`config.mk`:
```
export PLATFORM = sky130hd
export DESIGN_NAME = cordic_arbiter
export DESIGN_NICKNAME = d
export VERILOG_FILES = /design/src/rtl/cordic_arbiter.sv
export SDC_FILE = /design/constraint.sdc
export NUM_CORES = 1
export LEC_CHECK = 0
export CORE_MARGIN = 2
export CORE_UTILIZATION = 42
export CTS_BUF_LIST = sky130_fd_sc_hd__clkbuf_16
export DETAILED_ROUTE_END_ITERATION = 6
export MAX_ROUTING_LAYER = met4
export PLACE_DENSITY = 0.85
export SETUP_SLACK_MARGIN = 0.1
export SLEW_MARGIN = 20
export SYNTH_ARGS = -nofsm -noshare
export SYNTH_HDL_FRONTEND = slang
export SYNTH_SLANG_ARGS = --single-unit
```
`constraint.sdc`:
```
create_clock -name CLK -period 2.87 [get_ports CLK]
set_clock_uncertainty 0.05 [all_clocks]
set_input_delay 0.574 -clock CLK [delete_from_list [all_inputs] [get_ports CLK]]
set_output_delay 0.574 -clock CLK [all_outputs]
set_load 0.02 [all_outputs]
```
`src/rtl/cordic_arbiter.sv`:
```
// rtl/cordic_arbiter.sv - round-robin arbiter sharing one CORDIC among N requesters
// Optional WAIT-state abort after TIMEOUT cycles when CORDIC_ARB_TIMEOUT_EN is defined.
module cordic_arbiter #(
    parameter int N       = 4,
    parameter int WL      = 10,
    parameter int TIMEOUT = 32
) (
    input  logic                 CLK,
    input  logic                 RST,
    input  logic [N-1:0]         req,
    input  logic [N*WL-1:0]      req_angle,
    output logic [N-1:0]         ack,
    output logic                 rsp_valid,
    output logic [$clog2(N)-1:0] rsp_id,
    output logic [WL-1:0]        rsp_cos,
    output logic [WL-1:0]        rsp_sin,
    output logic                 rsp_err,
    output logic                 busy,
    output logic                 cordic_start,
    output logic [WL-1:0]        cordic_angle,
    input  logic [WL-1:0]        cordic_cos,
    input  logic [WL-1:0]        cordic_sin,
    input  logic                 cordic_done
);
    localparam int IW = $clog2(N);

    typedef enum logic [1:0] {S_IDLE, S_ISSUE, S_WAIT, S_RESP} state_t;

    state_t          r_state;
    logic [IW-1:0]   r_last;
    logic [N-1:0]    r_ack;
    logic            r_rsp_valid;
    logic [IW-1:0]   r_rsp_id;
    logic [WL-1:0]   r_rsp_cos;
    logic [WL-1:0]   r_rsp_sin;
    logic            r_busy;
    logic            r_start;
    logic [WL-1:0]   r_angle;

    logic [WL-1:0]   w_angles [N];
    logic            w_gnt_vld;
    logic [IW-1:0]   w_gnt_idx;
    int              w_idx;

    for (genvar g = 0; g < N; g++) begin : g_angle
        assign w_angles[g] = req_angle[g*WL +: WL];
    end

    // Scan from farthest to nearest offset so the requester right after r_last wins.
    always_comb begin
        w_gnt_vld = 1'b0;
        w_gnt_idx = '0;
        w_idx     = 0;
        for (int i = N; i >= 1; i--) begin
            w_idx = int'(r_last) + i;
            if (w_idx >= N) w_idx = w_idx - N;
            if (req[w_idx[IW-1:0]]) begin
                w_gnt_vld = 1'b1;
                w_gnt_idx = w_idx[IW-1:0];
            end
        end
    end

`ifdef CORDIC_ARB_TIMEOUT_EN
    localparam int CW = $clog2(TIMEOUT + 1);
    logic [CW-1:0]   r_wait_cnt;
    logic            r_rsp_err;
    assign rsp_err = r_rsp_err;
`else
    logic            w_unused;
    assign w_unused = (TIMEOUT > 0);
    assign rsp_err  = 1'b0;
`endif

    always_ff @(posedge CLK or posedge RST) begin
        if (RST) begin
            r_state     <= S_IDLE;
            r_last      <= IW'(N - 1);
            r_ack       <= '0;
            r_rsp_valid <= 1'b0;
            r_rsp_id    <= '0;
            r_rsp_cos   <= '0;
            r_rsp_sin   <= '0;
            r_busy      <= 1'b0;
            r_start     <= 1'b0;
            r_angle     <= '0;
`ifdef CORDIC_ARB_TIMEOUT_EN
            r_wait_cnt  <= '0;
            r_rsp_err   <= 1'b0;
`endif
        end else begin
            r_ack       <= '0;
            r_start     <= 1'b0;
            r_rsp_valid <= 1'b0;
            case (r_state)
                S_IDLE: begin
                    if (w_gnt_vld) begin
                        r_ack    <= {{(N-1){1'b0}}, 1'b1} << w_gnt_idx;
                        r_angle  <= w_angles[w_gnt_idx];
                        r_rsp_id <= w_gnt_idx;
                        r_last   <= w_gnt_idx;
                        r_busy   <= 1'b1;
                        r_state  <= S_ISSUE;
                    end
                end
                S_ISSUE: begin
                    r_start <= 1'b1;
                    r_state <= S_WAIT;
`ifdef CORDIC_ARB_TIMEOUT_EN
                    r_wait_cnt <= '0;
`endif
                end
                S_WAIT: begin
                    if (cordic_done) begin
                        r_rsp_cos   <= cordic_cos;
                        r_rsp_sin   <= cordic_sin;
                        r_rsp_valid <= 1'b1;
                        r_state     <= S_RESP;
`ifdef CORDIC_ARB_TIMEOUT_EN
                        r_rsp_err   <= 1'b0;
                    end else if (r_wait_cnt == CW'(TIMEOUT - 1)) begin
                        r_rsp_cos   <= '0;
                        r_rsp_sin   <= '0;
                        r_rsp_err   <= 1'b1;
                        r_rsp_valid <= 1'b1;
                        r_state     <= S_RESP;
                    end else begin
                        r_wait_cnt  <= r_wait_cnt + 1'b1;
`endif
                    end
                end
                S_RESP: begin
                    r_busy  <= 1'b0;
                    r_state <= S_IDLE;
                end
                default: r_state <= S_IDLE;
            endcase
        end
    end

    assign ack          = r_ack;
    assign rsp_valid    = r_rsp_valid;
    assign rsp_id       = r_rsp_id;
    assign rsp_cos      = r_rsp_cos;
    assign rsp_sin      = r_rsp_sin;
    assign busy         = r_busy;
    assign cordic_start = r_start;
    assign cordic_angle = r_angle;
endmodule

```
== Yosys cells after proc, flatten, opt, wreduce, memory -nomap -nowiden ==
Cells that the tools add are included.
Word-level totals
  flip-flop bits (word level): 43
  output and inout port bits: 40
  logic and storage cells: 73
Cells by class
  add/subtract/negate cells: 8
  order comparisons: 9
  eq/ne operators: 5
  shifts and indexed selects: 1
  muxes and demuxes: 33
  bitwise operators: 1
  reduce and logical (&&, ||, !) cells: 6
Operators with widths (count)
  $bmux W10 S2: 1
  $mux W10: 2
  $mux W2: 10
  $ge A3 B3 Y1 const B: 4
  $lt A2 B3 Y1 const B: 4
  $mux W1: 12
  $bmux W1 S2: 4
  $mux W4: 2
  $pmux W2 S4: 1
  $reduce_and A2 Y1: 4
  $sub A2 B1 Y2 const B: 4
  $add A2 B2 Y3 const B: 2
  $add A2 B3 Y4 const B: 1
  $eq A2 B2 Y1 const B: 2
  $ge A4 B3 Y1 const B: 1
  $ne A2 B2 Y1 const B: 2
  $shl A1 B2 Y4 const A: 1
  $add A2 B1 Y3 const B: 1
  $not A2 Y3: 1
  $eq A2 B1 Y1 const B: 1
  $logic_not A2 Y1: 1
  $pmux W1 S2: 1
  $reduce_bool A2 Y1: 1

== Logic depth before layout (Yosys ltp) ==
  depth in word-level cells: 13
  mapped depth: 8

== Least setup slack after synthesis ==
Ideal clock, no wire load.
  kind: input to register
  start: in req[2]
  end: reg r_angle[2] (netlist: cordic_angle[2])
  arrival time: 1603 ps
  data required time: 2726 ps
  slack: 1123 ps
  stages on the path: 7
  cells stage by stage: nor4_1 -> nor2b_1 -> buf_2 -> nand2_2 -> buf_4 -> a211oi_1 -> a211oi_1
Between the ends
  longest elaborated chain between the ends: 10
  elaborated cells on any way between the ends: 21
  those cells by class: 19 x mux; 1 x bitwise; 1 x reduce/logical
RTL lines
  start, declared: RTL line 10  | input logic [N-1:0] req,
  $bmux W1 S2: RTL line 57  | if (req[w_idx[IW-1:0]]) begin
  $mux W1 (implied by the code): RTL line 57
  $mux W2 (4 in series): RTL line 57
  $not A2 Y3 (implied by the code): RTL line 99  | r_angle <= w_angles[w_gnt_idx];
  $bmux W10 S2: RTL line 99
  $mux W10 (implied by the code) (2 in series): RTL line 99
  end signal, assigned: RTL line 99
  end, declared: RTL line 38  | logic [WL-1:0] r_angle;
Parallel ways exist; a longest one is shown, timed or not. The select of a mux whose other input is x is not followed.
A chain may end at the register's enable or synchronous reset.

== Worst setup path in the final report ==
  start: in req[3]
  end: reg r_angle[6] (netlist: cordic_angle[6])
Same word-level chain as after synthesis.

==> metrics.txt <==
result of the run completed; average cell area after synthesis 11.7 µm²; Hold Path Class flip-flop to flip-flop; residual antenna-violating net count after detailed routing 0; hold_buf cts 0; Distinct cells, synth 31; worst hold margin 0.446 ns; slew at the pin closest to its max-slew limit 0.863 ns; global-route total usage across every layer 19.8%; final design area excluding fillers 3300 µm²; TritonCTS Buffers 5; synthesized net count 248; warning count from the yosys run 0; met2 Use GR 32.8%; largest cells by area after synthesis dfrtp_1, mux2_2, a211oi_1; dominant synthesized flop cell dfrtp_1; Final min period about 2.4 ns; gr busiest metal met2; Initial DRC Count 60; number of diodes 0; Total Negative Setup Slacks 0 ns; largest fanout on the critical path 12; register clock-pin slew on the reported worst setup and hold paths 0.06 ns; number of global-route vias before repair 1,792; root buffer cell clkbuf_16; cell leakage power 1.38 nW; pin count of the biggest net entering global routing 44; # resized after CTS 0; final WL around 5000 µm; post-synth top area share 50.0%; most instantiated cells after synthesis dfrtp_1, a211oi_1, mux2_2, nor2_1; residual DRC count 0; average wire per standard cell 14.3 µm; utilization after layout 69.9%; required time reported for the critical path endpoint between 2 and 3 ns; Placed Cells between 300 and 400; total congestion overflow after global routing 0; number of setup buffers added after CTS 0; achievable frequency a little over 400 MHz; met1 Resource Use GR roughly a quarter; ratio of total power to cell area 1020 nW/µm²; H-tree depth 2; overall die height 73.9 µm; RePlAce Congestion 0.840; placed inst area 3160 µm²; TritonCTS clock tree yes; number of max-cap violations 0; die outline area between 5000 and 6000 µm²; ys async rst share 100%; final std cells w/o fill 349; number of enable flip-flop cells after synthesis 0; headroom to the max-slew limit 42.4%; standard-cell row count 25; share of the clock period used by the worst path 85.2%; worst skew pair latency roughly 0.28 ns; library cell with the largest summed area after synthesis dfrtp_1; Std-Cell Core Area ~4700 µm²; final count of hold timing violations 0; via count 1,734; Port-buffer cells 105; area added between synthesis and finish 60.8%; number of clock sinks 43; post-layout power 3.37 mW; Reg2Reg Setup Slack 0.75 ns; initial core utilization 43.5%; Post-layout nets 353; fraction of layout cells with a size suffix above 1 around 15%; setup slack after layout 0.425 ns; router iterations before antenna repair 4; wire length of the first global-routing pass 8080 µm; per-cell via count in the routed design 4.97; setup repair after global routing missed its margin no; horizontal extent of the die between 70 and 80 µm; worst IR drop on VDD 0.000401 V; Post-Place Worst Slack between 0.15 and 0.2 ns; I/O pins 107; Data arrival, critical path around 2.5 ns; endpoint class of the critical path flip-flop; portion of the post-synthesis area used by sequential elements 52.5%; area of the mapped netlist 2050 µm²; Max Buffers Root-to-Sink 2; final HPWL from detailed placement 3810 µm; max-slew violation count 0; count of mapped cells out of synthesis 176; Critical Path Start Type primary input; initial antenna violation count 0; total of endpoints with negative setup slack in the final report 0; most repeated cell in the gate-level netlist after synthesis dfrtp_1; fill count ~350; kind of critical path primary input to flip-flop; met3 Resource Use GR 4.94%; flip-flop and latch count after synthesis 43
worst max-delay path, stage by stage:
cell             delay, ns
clkdlybuf4s50_1       0.47
nor2b_1               0.19
o21ai_2               0.34
nand3_1               0.47
a211oi_1              0.41
a211oi_1              0.08
cell type report:
cell class,count,area (µm²),share of cell area [%]
clock inverters,3,16.3,0.493
clock buffers,5,125,3.79
flip-flops and latches,43,1080,32.7
multi-input cells,114,882,26.7
well taps,67,83.8,2.54
repair buffers,110,1090,33.0
inverters,7,26.3,0.796
power by group:
group | internal [mW] | switching, mW
sequential | 0.914 | 0.148
combinational | 0.894 | 0.882
clock | 0.317 | 0.216
logic make-up (layout without fill, tap and decap cells):
family	after synthesis	in the layout	share of synthesized area, %
other	1	1	0.183
adders and majority gates	5	5	3.05
AOI/OAI and AO/OA	32	32	11.2
and+or+nand+nor	46	46	12.7
buffers and inverters	19	125	4.51
muxes	30	30	15.8
DFF	43	43	52.5
layer usage:
layer | routed length, µm | vias to the layer above
met5 | 0 | -
met4 | 66 | 0
met3 | 408 | 6
met2 | 2520 | 92
met1 | 2000 | 797
li1 | - | 839
flip-flops by register name (all words and copies together) (netlist names):
signal and flops:
busy 1, rsp_valid 1, r_last 2, r_state 2, rsp_id 2, cordic_start 1, ack 4, cordic_angle 10
rsp_sin 10, rsp_cos 10
cell usage in the layout (no fill, tap or decap):
| cell | instances |
|---|---|
| clkdlybuf4s50_1 | 105 |
| dfrtp_1 | 41 |
| a211oi_1 | 20 |
| mux2_2 | 20 |
| nor2_1 | 16 |
| mux2i_1 | 10 |
| and4_1 | 10 |
| inv_1 | 7 |
| nor2b_1 | 5 |
| o21ai_0 | 5 |
| ha_1 | 5 |
| clkbuf_16 | 5 |
| buf_4 | 5 |
| nand2_1 | 4 |
| a21oi_1 | 3 |
| o21ai_2 | 2 |
| nor3_1 | 2 |
| dfstp_2 | 2 |
| nor4_1 | 1 |
| nand2b_1 | 1 |
| or3b_1 | 1 |
| or2_2 | 1 |
| o311a_2 | 1 |
| nor2_2 | 1 |
| and3_1 | 1 |
| nand3_1 | 1 |
| nand2_2 | 1 |
| and2_1 | 1 |
| inv_2 | 1 |
| o32a_1 | 1 |
| conb_1 | 1 |
| clkinvlp_4 | 1 |
| clkinv_2 | 1 |
path summary, 6_finish.rpt:
path                           start         endpoint  cells after the start
setup / recovery              req[3]  cordic_angle[6]                      6
hold / removal             rsp_id[1]        rsp_id[1]                      2
setup reg to reg           r_last[0]  cordic_angle[6]                      5
hold reg to reg            rsp_id[1]        rsp_id[1]                      2
max in group asynchronous        RST             busy                      2
min in group asynchronous        RST       rsp_sin[6]                      2
Note: power is estimated with default switching activity, not from simulation.
